### config.mk
export PLATFORM = sky130hd
export DESIGN_NAME = seq_pattern_gen_flat
export DESIGN_NICKNAME = d
export VERILOG_FILES = /design/src/rtl/seq_pattern_gen_if.sv /design/src/rtl/seq_pattern_gen.sv /design/src/flat_wrapper.sv
export SDC_FILE = /design/constraint.sdc
export NUM_CORES = 1
export LEC_CHECK = 0
export BUFFER_PORTS_ARGS = -buffer_cell sky130_fd_sc_hd__buf_2
export CORE_MARGIN = 10
export CORE_UTILIZATION = 53
export CTS_CLUSTER_DIAMETER = 40
export DETAILED_ROUTE_END_ITERATION = 10
export PLACE_DENSITY_LB_ADDON = 0.15
export SLEW_MARGIN = 20
export SYNTH_ARGS = -nofsm -noshare
export SYNTH_HDL_FRONTEND = slang
export SYNTH_SLANG_ARGS = --single-unit
### constraint.sdc
create_clock -name clk -period 2.6 [get_ports clk]
set_clock_uncertainty 0.15 [all_clocks]
set_input_delay 0.52 -clock clk [delete_from_list [all_inputs] [get_ports clk]]
set_output_delay 0.52 -clock clk [all_outputs]
set_load 0.05 [all_outputs]
### src/rtl/seq_pattern_gen_if.sv
// Bus bundle for seq_pattern_gen: request/pattern inputs and serial stream outputs.
// The repeat_cnt member exists only when SEQ_GEN_REPEAT_EN is defined.
interface seq_pattern_gen_if #(
    parameter int MAX_LEN = 8,
    parameter int LEN_W   = 4,
`ifdef SEQ_GEN_REPEAT_EN
    parameter int REP_W   = 4,
`endif
    parameter int GAP_W   = 4
);
    logic               start;
    logic [MAX_LEN-1:0] pattern;
    logic [LEN_W-1:0]   len;
    logic [GAP_W-1:0]   gap;
`ifdef SEQ_GEN_REPEAT_EN
    logic [REP_W-1:0]   repeat_cnt;
`endif
    logic               out;
    logic               out_valid;
    logic               busy;
    logic               done;

`ifdef SEQ_GEN_REPEAT_EN
    modport master (
        output start, pattern, len, gap, repeat_cnt,
        input  out, out_valid, busy, done
    );

    modport slave (
        input  start, pattern, len, gap, repeat_cnt,
        output out, out_valid, busy, done
    );
`else
    modport master (
        output start, pattern, len, gap,
        input  out, out_valid, busy, done
    );

    modport slave (
        input  start, pattern, len, gap,
        output out, out_valid, busy, done
    );
`endif
endinterface

### src/rtl/seq_pattern_gen.sv
// Serial bit-pattern transmitter: latches a pattern on start and shifts it out MSB-first.
// Define SEQ_GEN_REPEAT_EN to enable repeated copies separated by a programmable idle gap.
module seq_pattern_gen #(
    parameter int MAX_LEN = 8,
    parameter int LEN_W   = 4,
`ifdef SEQ_GEN_REPEAT_EN
    parameter int REP_W   = 4,
`endif
    parameter int GAP_W   = 4
) (
    input  logic             clk,
    input  logic             rst,
    seq_pattern_gen_if.slave bus
);
    typedef enum logic [1:0] {IDLE, SEND, GAP, DONE} state_t;

    localparam logic [LEN_W-1:0] MAX_LEN_L = LEN_W'(MAX_LEN);
    localparam logic [LEN_W-1:0] LEN_ONE   = LEN_W'(1);

    state_t             state_q, state_d;
    logic [MAX_LEN-1:0] pat_q, pat_d;
    logic [LEN_W-1:0]   len_q, len_d;
    logic [LEN_W-1:0]   bit_idx_q, bit_idx_d;
    logic               out_q, out_d;
    logic               out_valid_q, out_valid_d;
    logic               busy_q, busy_d;
    logic               done_q, done_d;
    logic [MAX_LEN-1:0] shifted;
    logic               start_ok;

`ifdef SEQ_GEN_REPEAT_EN
    localparam logic [GAP_W-1:0] GAP_ONE = GAP_W'(1);
    localparam logic [REP_W-1:0] REP_ONE = REP_W'(1);

    logic [GAP_W-1:0]   gap_q, gap_d;
    logic [GAP_W-1:0]   gap_cnt_q, gap_cnt_d;
    logic [REP_W-1:0]   rep_left_q, rep_left_d;
`else
    logic [GAP_W-1:0]   unused_gap;

    assign unused_gap = bus.gap;
`endif

    // A start is also refused while done is showing, so the done cycle is never overlapped.
    assign start_ok = bus.start && !done_q && (bus.len != '0) && (bus.len <= MAX_LEN_L);
    assign shifted  = pat_q >> bit_idx_q;

    always_comb begin
        state_d     = state_q;
        pat_d       = pat_q;
        len_d       = len_q;
        bit_idx_d   = bit_idx_q;
        out_d       = 1'b0;
        out_valid_d = 1'b0;
        busy_d      = 1'b0;
        done_d      = 1'b0;
`ifdef SEQ_GEN_REPEAT_EN
        gap_d       = gap_q;
        gap_cnt_d   = gap_cnt_q;
        rep_left_d  = rep_left_q;
`endif
        case (state_q)
            IDLE: begin
                if (start_ok) begin
                    pat_d     = bus.pattern;
                    len_d     = bus.len;
                    bit_idx_d = bus.len - LEN_ONE;
`ifdef SEQ_GEN_REPEAT_EN
                    gap_d      = bus.gap;
                    rep_left_d = bus.repeat_cnt;
`endif
                    state_d   = SEND;
                end
            end
            SEND: begin
                out_d       = shifted[0];
                out_valid_d = 1'b1;
                busy_d      = 1'b1;
                if (bit_idx_q != '0) begin
                    bit_idx_d = bit_idx_q - LEN_ONE;
                end else begin
`ifdef SEQ_GEN_REPEAT_EN
                    // Another copy follows: reload the index now so a zero gap has no bubble.
                    if (rep_left_q != '0) begin
                        rep_left_d = rep_left_q - REP_ONE;
                        bit_idx_d  = len_q - LEN_ONE;
                        if (gap_q != '0) begin
                            gap_cnt_d = gap_q;
                            state_d   = GAP;
                        end else begin
                            state_d   = SEND;
                        end
                    end else begin
                        state_d = DONE;
                    end
`else
                    state_d = DONE;
`endif
                end
            end
            GAP: begin
`ifdef SEQ_GEN_REPEAT_EN
                busy_d    = 1'b1;
                gap_cnt_d = gap_cnt_q - GAP_ONE;
                if (gap_cnt_q == GAP_ONE) begin
                    state_d = SEND;
                end
`else
                state_d = IDLE;
`endif
            end
            DONE: begin
                done_d  = 1'b1;
                state_d = IDLE;
            end
            default: begin
                state_d = IDLE;
            end
        endcase
    end

    always_ff @(posedge clk or negedge rst) begin
        if (!rst) begin
            state_q     <= IDLE;
            pat_q       <= '0;
            len_q       <= '0;
            bit_idx_q   <= '0;
            out_q       <= 1'b0;
            out_valid_q <= 1'b0;
            busy_q      <= 1'b0;
            done_q      <= 1'b0;
`ifdef SEQ_GEN_REPEAT_EN
            gap_q       <= '0;
            gap_cnt_q   <= '0;
            rep_left_q  <= '0;
`endif
        end else begin
            state_q     <= state_d;
            pat_q       <= pat_d;
            len_q       <= len_d;
            bit_idx_q   <= bit_idx_d;
            out_q       <= out_d;
            out_valid_q <= out_valid_d;
            busy_q      <= busy_d;
            done_q      <= done_d;
`ifdef SEQ_GEN_REPEAT_EN
            gap_q       <= gap_d;
            gap_cnt_q   <= gap_cnt_d;
            rep_left_q  <= rep_left_d;
`endif
        end
    end

    assign bus.out       = out_q;
    assign bus.out_valid = out_valid_q;
    assign bus.busy      = busy_q;
    assign bus.done      = done_q;
endmodule

### src/flat_wrapper.sv
// flat-port wrapper written by rule: the top's interface ports become plain ports
module seq_pattern_gen_flat 
#(
    parameter int MAX_LEN = 8,
    parameter int LEN_W   = 4,

    parameter int GAP_W   = 4
)
  (clk, rst, bus_start, bus_pattern, bus_len, bus_gap, bus_out, bus_out_valid, bus_busy, bus_done);
  seq_pattern_gen_if #(.MAX_LEN(MAX_LEN), .LEN_W(LEN_W), .GAP_W(GAP_W)) bus_i ();
  input  logic clk;
  input  logic rst;
  input wire logic [$bits(bus_i.start)-1:0] bus_start;
  input wire logic [$bits(bus_i.pattern)-1:0] bus_pattern;
  input wire logic [$bits(bus_i.len)-1:0] bus_len;
  input wire logic [$bits(bus_i.gap)-1:0] bus_gap;
  output wire logic [$bits(bus_i.out)-1:0] bus_out;
  output wire logic [$bits(bus_i.out_valid)-1:0] bus_out_valid;
  output wire logic [$bits(bus_i.busy)-1:0] bus_busy;
  output wire logic [$bits(bus_i.done)-1:0] bus_done;
  assign bus_i.start = bus_start;
  assign bus_i.pattern = bus_pattern;
  assign bus_i.len = bus_len;
  assign bus_i.gap = bus_gap;
  assign bus_out = bus_i.out;
  assign bus_out_valid = bus_i.out_valid;
  assign bus_busy = bus_i.busy;
  assign bus_done = bus_i.done;
  seq_pattern_gen #(.MAX_LEN(MAX_LEN), .LEN_W(LEN_W), .GAP_W(GAP_W)) u_core (.clk(clk), .rst(rst), .bus(bus_i));
endmodule
==> results of run 1 <==
==> critical path, cell delays in order <==
cell and delay [ps]:
buf_2 120, or4_4 550, and4b_4 240, o21ai_4 170
mux2_4 310
==> cells by family after synthesis <==
| family | share of synthesized area |
|---|---|
| adder cells (fa/ha/maj) | 0.0150 |
| flip-flops | 0.509 |
| buffers and inverters | 0.0434 |
| AND/OR/NAND/NOR | 0.118 |
| multiplexers | 0.240 |
| AO/OA/AOI/OAI | 0.0749 |
==> registers in the layout, indices dropped and copies added (netlist names) <==
register	cells
u_core.bus.out	1
u_core.bus.out_valid	1
u_core.state_q	2
u_core.bit_idx_q	4
u_core.pat_q	8
u_core.bus.done	1
==> what timing repair did <==
action	in CTS	in global routing
hold endpoints to repair	17	0
setup buffers	0	0
hold buffers	1	0
==> worst max path at each step <==
stage	from	end	slack [ps]	cells after the start
2_1_floorplan	bus_len[1]	u_core.bit_idx_q[0]$_DFFE_PN0P_	600	4
3_3_place_gp	bus_len[1]	u_core.bit_idx_q[0]$_DFFE_PN0P_	430	5
3_5_place_dp	bus_len[1]	u_core.bit_idx_q[0]$_DFFE_PN0P_	410	5
4_1_cts	u_core.state_q[0]$_DFFE_PN0P_	u_core.bit_idx_q[2]$_DFFE_PN0P_	700	4
5_1_grt	u_core.state_q[0]$_DFFE_PN0P_	u_core.bit_idx_q[2]$_DFFE_PN0P_	580	4
6_report	bus_len[1]	u_core.bit_idx_q[0]$_DFFE_PN0P_	720	5
==> final cells by class <==
type,count,area share
clock buffers,4,0.0273
inverters,4,0.0156
multi-input cells,39,0.389
flip-flops and latches,17,0.443
well taps,16,0.0208
repair buffers,19,0.104
==> metrics by stage <==
| stage | instances | hold slack [ps] |
|---|---|---|
| CTS | 99 | 299 |
| global placement | 94 | 297 |
| floorplan | 62 | 74.4 |
| global route | 99 | 292 |
| finish | 99 | 306 |
| detailed placement | 94 | 312 |
==> per-layer routing <==
metal | global-route usage | share of wire | routed length (µm)
met5 | 0 | 0 | 0
met4 | 0.0481 | 0.018 | 27
met3 | 0.0445 | 0.080 | 122
met2 | 0.141 | 0.46 | 701
met1 | 0.107 | 0.44 | 670
==> power breakdown <==
part | internal [mW] | switching [mW] | total, mW
clock network | 0.0597 | 0.0807 | 0.140
logic | 0.262 | 0.260 | 0.522
registers | 0.382 | 0.0930 | 0.475
total | 0.704 | 0.433 | 1.14
==> cells in the final DEF (no fill, tap or decap) <==
cell / instances
clkbuf_4: 3
o21a_1: 1
nor2_1: 3
inv_1: 4
and4b_4: 1
a21oi_1: 2
o21ai_4: 1
nor4b_1: 1
clkbuf_1: 1
nand2b_1: 2
a221oi_1: 1
or4_4: 1
and3_1: 1
mux2i_1: 5
mux2_2: 8
mux2_4: 1
nand3_2: 1
mux4_2: 2
dlygate4sd3_1: 1
ha_1: 1
a31oi_1: 2
and2_1: 1
o31ai_1: 1
buf_2: 18
nand4b_1: 1
nor3_1: 2
dfrtp_1: 17
==> metrics.txt, run 1 <==
core outline area=between 0.0015 and 0.002 mm²; worst-skew pair later-pin latency=slightly below 300 ps; maximum clock insertion buffer count=2; Chip Height=between 50 and 60 µm; clk sinks=17; area of the mapped netlist=between 800 and 900 µm²; register area share after synthesis=0.509; unrepaired setup endpoints after global routing=no; final setup violation count=0; Hold Violations, Final=0; P&R area growth vs syn=15.0%; largest net degree at the start of global routing=18; CTS tree=built; Die Width=59.7 µm; setup_tns=0 ps; number of max-cap violations=0; Async SR Flop Fraction=1.00; first-pass GRT wire length=between 2000 and 3000 µm; cell taking the most area after synthesis=dfrtp_1; worst vdd ir=roughly 600 µV; Design Area, Final=slightly below 0.001 mm²; Nets=between 100 and 150; Post-DP Area=around 920 µm²; antenna violations before repair=0; Final HPWL DP=1210 µm; Final Power=between 1 and 1.5 mW; share of cells above drive strength 1=0.434; worst-margin pin slew=between 400 and 500 ps; Clk pin slew, worst setup/hold paths=roughly 90 ps; Starting Density=0.555; max-slew violations=0; H-tree Lvls=1; Ant. Diodes=0; CP endpoint kind=flop; die area=0.00357 mm²; Leakage=0.450 nW; Worst EP arrival=roughly 1900 ps; period utilization=0.722; worst setup margin=~720 ps; status=completed; Detailed Routing Iterations Pass 1=3; vias per inst=approximately 5.7; syn nets=82; Post-synth EDFFs=0; PwrDens=around 1200 mW/mm²; worst hold path depth=2; routability congestion estimate from global placement=between 0.7 and 0.8; syn avg cell area=approximately 13 µm²; Mapped Cells=62; most frequent cell after synthesis=dfrtp_1; Post-synth top cells=dfrtp_1, mux2_2, mux2i_1, inv_1, nor2_1; Overflow after GRT=0; Iter 0 DRT Violations=1; Root Driver=clkbuf_4; post-cts sizing count=0; CP Launch Type=input port; I/O pin total=23; Seq. cell area=425 µm²; drt drc=0; number of distinct library cells after synthesis=25; dpl ws=roughly 410 ps; number of synthesized register bits=17; fill count=between 100 and 150; routed len/inst=~15 µm; worst min path class=in -> reg; area of the multi-input gates=374 µm²; Layout Utilization=0.638; top cell type's share of synthesized area=0.509; reg-to-reg setup timing slack=about 730 ps; Port Buf Inserts=18; critical path class=in -> reg; RR Endpoint=u_core.pat_q[1]$_DFFE_PN0P_; number of placement rows=14; HP Start=bus_pattern[7]; top cells by area, synth=dfrtp_1, mux2_2, mux2i_1, mux4_2, o21ai_4; Worst Hold Path EP=u_core.pat_q[7]$_DFFE_PN0P_; CP required=between 2000 and 3000 ps; vias in the first global route=591; reg2reg start=u_core.state_q[0]$_DFFE_PN0P_; Primary FF master, synth=dfrtp_1; Worst R2R Path Depth=3; routed vias=560; drt total wl=around 1500 µm; Fmax=between 500 and 600 MHz; CP Max Fanout=3; clock buffer count from CTS=3; Synthesis Warnings=0; Antenna Violating Nets Remaining=0; slew margin rel.=0.688; GRT Overall Usage=0.0935; minimum clock period=roughly 1900 ps
Note: power is estimated with default switching activity, not from simulation.
==> inputs of run 2 (changes only) <==
--- a/config.mk
+++ b/config.mk
@@ -7,7 +7,7 @@
 export LEC_CHECK = 0
 export BUFFER_PORTS_ARGS = -buffer_cell sky130_fd_sc_hd__buf_2
 export CORE_MARGIN = 10
-export CORE_UTILIZATION = 53
+export CORE_UTILIZATION = 45
 export CTS_CLUSTER_DIAMETER = 40
 export DETAILED_ROUTE_END_ITERATION = 10
 export PLACE_DENSITY_LB_ADDON = 0.15
==> constraint.sdc (replaced) <==
create_clock -name clk -period 1.5 [get_ports clk]
set_clock_uncertainty 0.15 [all_clocks]
set_input_delay 0.3 -clock clk [delete_from_list [all_inputs] [get_ports clk]]
set_output_delay 0.3 -clock clk [all_outputs]
set_load 0.05 [all_outputs]
==> metrics.txt, run 2 (synthesis gave the netlist of run 1 again) <==
Ant. Diodes=0 (unchanged); number of placement rows=15 (+1); vias per inst=5.14 (-9.1%); Die Width=63.1 µm (+5.7%); slew margin rel.=0.743 (+0.0559); clock buffer count from CTS=3 (unchanged); Overflow after GRT=0 (unchanged); Crit. Startpoint=bus_len[1]; CTS tree=built; P&R area growth vs syn=49.0%; Final HPWL DP=1290 µm (+6.3%); Starting Density=0.479 (-0.0760); final setup violation count=12 (+12); die area=0.00398 mm² (+12%); period utilization=1.08; Root Driver=clkbuf_4; clk sinks=17 (unchanged); core outline area=0.00175 mm² (+16%); worst vdd ir=1100 µV (+82%); worst setup margin=-113 ps (-837 ps); HP Start=bus_pattern[5]; max FFs per register=8 (unchanged); critical path class=in -> reg; largest net degree at the start of global routing=18 (unchanged); CP required=1530 ps (-1100 ps); Hold Violations, Final=0 (unchanged); CP max stage delay=520 ps (-30 ps); reg2reg start=u_core.bit_idx_q[2]$_DFFE_PN0P_; CP Launch Type=input port; worst-skew pair later-pin latency=290 ps (about the same); most frequent cells in the layout=buf_2, dfrtp_1, buf_4; max-slew violations=0 (unchanged); first-pass GRT wire length=3130 µm (+24%); PwrDens=2040 mW/mm² (+73%); Nets=121 (+16%); vias in the first global route=698 (+18%); GRT Overall Usage=0.0961 (+0.00267); unrepaired setup endpoints after global routing=yes; fill count=128 (-0.78%); Final Power=2.54 mW (+120%); Fmax=between 600 and 700 MHz; drt total wl=2050 µm (+35%); Reg with most FFs=u_core.pat_q; Clk pin slew, worst setup/hold paths=90 ps (about the same); Slowest-stage cell, CP=or4_4; Port Buf Inserts=18 (unchanged); H-tree Lvls=1 (unchanged); minimum clock period=roughly 1600 ps; worst min path class=in -> reg; maximum clock insertion buffer count=2 (unchanged); CP Cell Sequence=buf_6 -> or4_4 -> and4b_4 -> o21ai_4 -> mux2_4; routability congestion estimate from global placement=0.747 (+2.1%); CP Max Fanout=3 (unchanged); Antenna Violating Nets Remaining=0 (unchanged); I/O pin total=23 (unchanged); drt drc=0 (unchanged); Worst EP arrival=1640 ps (-270 ps); routed len/inst=16.4 µm (+6.8%); worst-margin pin slew=385 ps (-77.4 ps); Iter 0 DRT Violations=17 (+16); violated checks=setup timing; Leakage=0.553 nW (+23%); status=finished with violations; top flop regs=u_core.pat_q (8), u_core.bit_idx_q (4), u_core.state_q (2); CP endpoint kind=flop; Detailed Routing Iterations Pass 1=4 (+1); share of cells above drive strength 1=0.660 (+0.226); Chip Height=63.1 µm (+5.7%); number of max-cap violations=0 (unchanged); routed vias=643 (+15%); antenna violations before repair=0 (unchanged); dpl ws=-428 ps (-836 ps)
run 2: changes by cell type in the layout (fill, tap and decap cells not counted), sizes merged:
cell   before  now
nand3       1    2
buf        18   34
run 2: report_power, final:
group	total, mW	internal [mW]	switching (mW)
Sequential	0.821	0.666	0.155
Clock	0.240	0.104	0.137
Combinational	1.48	0.797	0.685
run 2: path summary, 6_finish.rpt:
check	to	slack (ps)	cells after the start
min in group asynchronous	u_core.bus.out_valid$_DFF_PN0_	310	2
hold / removal	u_core.pat_q[5]$_DFFE_PN0P_	90	2
setup / recovery	u_core.bit_idx_q[0]$_DFFE_PN0P_	-110	5
setup reg to reg	u_core.bit_idx_q[0]$_DFFE_PN0P_	-70	4
max in group asynchronous	u_core.bus.done$_DFF_PN0_	600	2
hold reg to reg	u_core.bus.out$_DFF_PN0_	310	1
run 2: worst max-delay path: cells and delay by family:
family	cells	cell delay, ps
and+or+nand+nor	2	750
muxes	1	310
AOI/OAI and AO/OA	1	180
buffers and inverters	1	90
run 2: final cells by class:
class / count / area (µm²) / area share
well taps: 25 / 31.3 / 0.0251
multi-input cells: 40 / 498 / 0.400
flip-flops and latches: 17 / 428 / 0.344
clock buffers: 4 / 26.3 / 0.0211
inverters: 4 / 15.0 / 0.0121
repair buffers: 35 / 246 / 0.198
run 2: through the flow:
| stage | area, µm² | util | TNS (ps) | cells | hold WS, ps |
|---|---|---|---|---|---|
| 2_1_floorplan | 853 | - | -1470 | 62 | -146 |
| 3_3_place_gp | 1050 | 0.602 | -4530 | 116 | 82.7 |
| 3_5_place_dp | 1050 | 0.602 | -4970 | 116 | 90.9 |
| 4_1_cts | 1150 | 0.658 | -444 | 124 | 79.6 |
| 5_1_grt | 1240 | 0.713 | -1280 | 125 | 90.0 |
| 6_report | 1240 | 0.713 | -493 | 125 | 85.7 |
run 2: timing repair:
item                                    CTS  global route
hold buffers                              1             0
endpoints found under the setup margin   13            13
resized for setup                         7            15
cloned                                    1             0
endpoints found under the hold margin    17             0
setup buffers                             2             1
pin swaps                                 4             5
run 2: routing by layer:
metal  routed length (µm)  share of wire  up-vias  global-route usage
met5                    0              0        -                   0
met4                   42          0.020        0              0.0475
met3                   85          0.041        7              0.0247
met2                 1040           0.50       17               0.151
met1                  888           0.43      309               0.118
li1                     -              -      310                   -
==> inputs of run 3 (changes only) <==
--- a/config.mk
+++ b/config.mk
@@ -10,7 +10,7 @@
 export CORE_UTILIZATION = 45
 export CTS_CLUSTER_DIAMETER = 40
 export DETAILED_ROUTE_END_ITERATION = 10
-export PLACE_DENSITY_LB_ADDON = 0.15
+export PLACE_DENSITY = 0.84
 export SLEW_MARGIN = 20
 export SYNTH_ARGS = -nofsm -noshare
 export SYNTH_HDL_FRONTEND = slang
==> metrics.txt, run 3 (synthesis gave the netlist of run 1 again) <==
Reg with most FFs=u_core.pat_q; CP Cell Sequence=nor4b_4 -> buf_4 -> buf_6 -> nand4b_1 -> a21oi_2 -> a221oi_2; commonest non-fill, non-tap cell in the layout=buf_4; CP Max Fanout=3 (unchanged); PwrDens=1940 mW/mm² (-4.9%); number of placement rows=15 (unchanged); slew margin rel.=0.751 (+0.00762); violated checks=setup timing; status=finished with violations; worst setup margin=-110 ps (+3.31 ps); setup_tns=-829 ps (-336 ps); worst-skew pair later-pin latency=280 ps (about the same); most frequent cells in the layout=buf_4, buf_2, dfrtp_1; routability congestion estimate from global placement=0.790 (+5.8%); top flop regs=u_core.pat_q (8), u_core.bit_idx_q (4), u_core.state_q (2); dpl ws=-416 ps (+11.5 ps); GRT Overall Usage=0.101 (+0.00479); number of buffers and inverters on the critical path=2 (+1); drt drc=0 (unchanged); Clk pin slew, worst setup/hold paths=90 ps (about the same); H-tree Lvls=1 (unchanged); Final HPWL DP=1410 µm (+9.4%); Nets=125 (+3.3%); core outline area=0.00175 mm² (unchanged); Slowest-stage cell, CP=dfrtp_2; worst-margin pin slew=373 ps (-11.4 ps); Chip Height=63.1 µm (unchanged); CP Launch Type=flop; worst vdd ir=1180 µV (+7.5%); CP endpoint kind=flop; die area=0.00398 mm² (unchanged); Antenna Violating Nets Remaining=0 (unchanged); routed vias=663 (+3.1%); Detailed Routing Iterations Pass 1=4 (unchanged); Hold Violations, Final=0 (unchanged); Layout Utilization=0.715 (+0.00143); Placed Instances=116 (unchanged); Worst EP arrival=1630 ps (about the same); CP required=1520 ps (about the same); Ant. Diodes=0 (unchanged); Die Width=63.1 µm (unchanged); Root Driver=clkbuf_4; minimum clock period=1610 ps (-3.31 ps); largest net degree at the start of global routing=18 (unchanged); I/O pin total=23 (unchanged); Overflow after GRT=0 (unchanged); CTS tree=built; critical path class=reg -> reg; final setup violation count=13 (+1); fill count=126 (-1.6%); drt total wl=2010 µm (-1.9%); Fin Hold WS=87.5 ps (+1.82 ps); Fmax=621 MHz (+0.21%); maximum clock insertion buffer count=2 (unchanged); unrepaired setup endpoints after global routing=yes; Leakage=0.574 nW (+3.8%); Iter 0 DRT Violations=24 (+7); max FFs per register=8 (unchanged); antenna violations before repair=0 (unchanged); first-pass GRT wire length=3220 µm (+2.9%); Port Buf Inserts=18 (unchanged); CP max stage delay=440 ps (-80 ps); clock buffer count from CTS=3 (unchanged); CP top delay family=flip-flops; vias per inst=5.14 (about the same); clk sinks=17 (unchanged); Starting Density=0.479 (unchanged); max-slew violations=0 (unchanged); period utilization=1.07 (-0.00221); routed len/inst=15.6 µm (-4.9%); P&R area growth vs syn=49.3%; worst min path class=in -> reg; share of cells above drive strength 1=0.635 (-0.0254); number of max-cap violations=0 (unchanged); final std cells w/o fill=129 (+3.2%); vias in the first global route=735 (+5.3%)
==> run 3: cell types whose count changed in the layout (fill, tap and decap cells not counted) <==
cell     change
mux2i_1      +1
buf_6        +1
a31oi_4      -1
a21oi_2      -1
ha_1         +1
buf_4        +2
a31oi_1      +1
a21oi_1      +1
mux2i_4      -1
buf_12       +1
ha_4         -1
==> run 3: final cells by class <==
class | count | area, µm² | area share
Timing Repair Buffer | 39 | 293 | 0.235
Sequential cell | 17 | 428 | 0.343
Multi-Input combinational cell | 40 | 454 | 0.364
Inverter | 4 | 15.0 | 0.0120
Tap cell | 25 | 31.3 | 0.0251
Clock buffer | 4 | 26.3 | 0.0211
==> run 3: metrics by stage <==
stage / cell area [µm²] / total power, mW
2_1_floorplan: 853 / 1.62
3_3_place_gp: 1050 / 1.89
3_5_place_dp: 1050 / 1.94
4_1_cts: 1170 / 2.29
5_1_grt: 1250 / 2.59
6_report: 1250 / 2.42
==> run 3: worst register-to-register path, stage by stage (launching register included) <==
cell and delay (ps):
dfrtp_2 440, nor4b_4 260, buf_4 190, buf_6 100
nand4b_1 140, a21oi_2 180, a221oi_2 50
==> run 3: final timing paths <==
path / to / cells past startpoint / slack, ps / startpoint
max in group asynchronous: u_core.state_q[0]$_DFFE_PN0P_ / 2 / 590 / rst
hold / removal: u_core.pat_q[3]$_DFFE_PN0P_ / 2 / 90 / bus_pattern[3]
setup / recovery: u_core.bit_idx_q[2]$_DFFE_PN0P_ / 6 / -110 / u_core.bus.done$_DFF_PN0_
setup reg to reg: u_core.bit_idx_q[2]$_DFFE_PN0P_ / 6 / -110 / u_core.bus.done$_DFF_PN0_
min in group asynchronous: u_core.pat_q[2]$_DFFE_PN0P_ / 2 / 310 / rst
hold reg to reg: u_core.bus.out$_DFF_PN0_ / 1 / 310 / u_core.bit_idx_q[3]$_DFFE_PN0P_
==> run 3: report_power, final <==
part           switching (mW)  leakage [nW]  total, mW  internal (mW)
Clock                   0.132        0.0150      0.235          0.103
Sequential              0.138         0.203      0.804          0.666
Combinational           0.628         0.356       1.39          0.758
==> run 3: timing repair <==
item	4_1_cts	5_1_grt
pin swaps	5	5
hold endpoints to repair	17	0
setup endpoints to repair	11	12
resized for setup	9	9
hold buffers	1	0
gates cloned	1	0
buffers inserted	4	3
==> run 3: per-layer routing <==
layer	vias up	GRT usage	wire length [µm]
li1	314	-	-
met1	324	0.115	842
met2	23	0.168	1010
met3	2	0.0283	145
met4	0	0.0503	14
met5	-	0	0
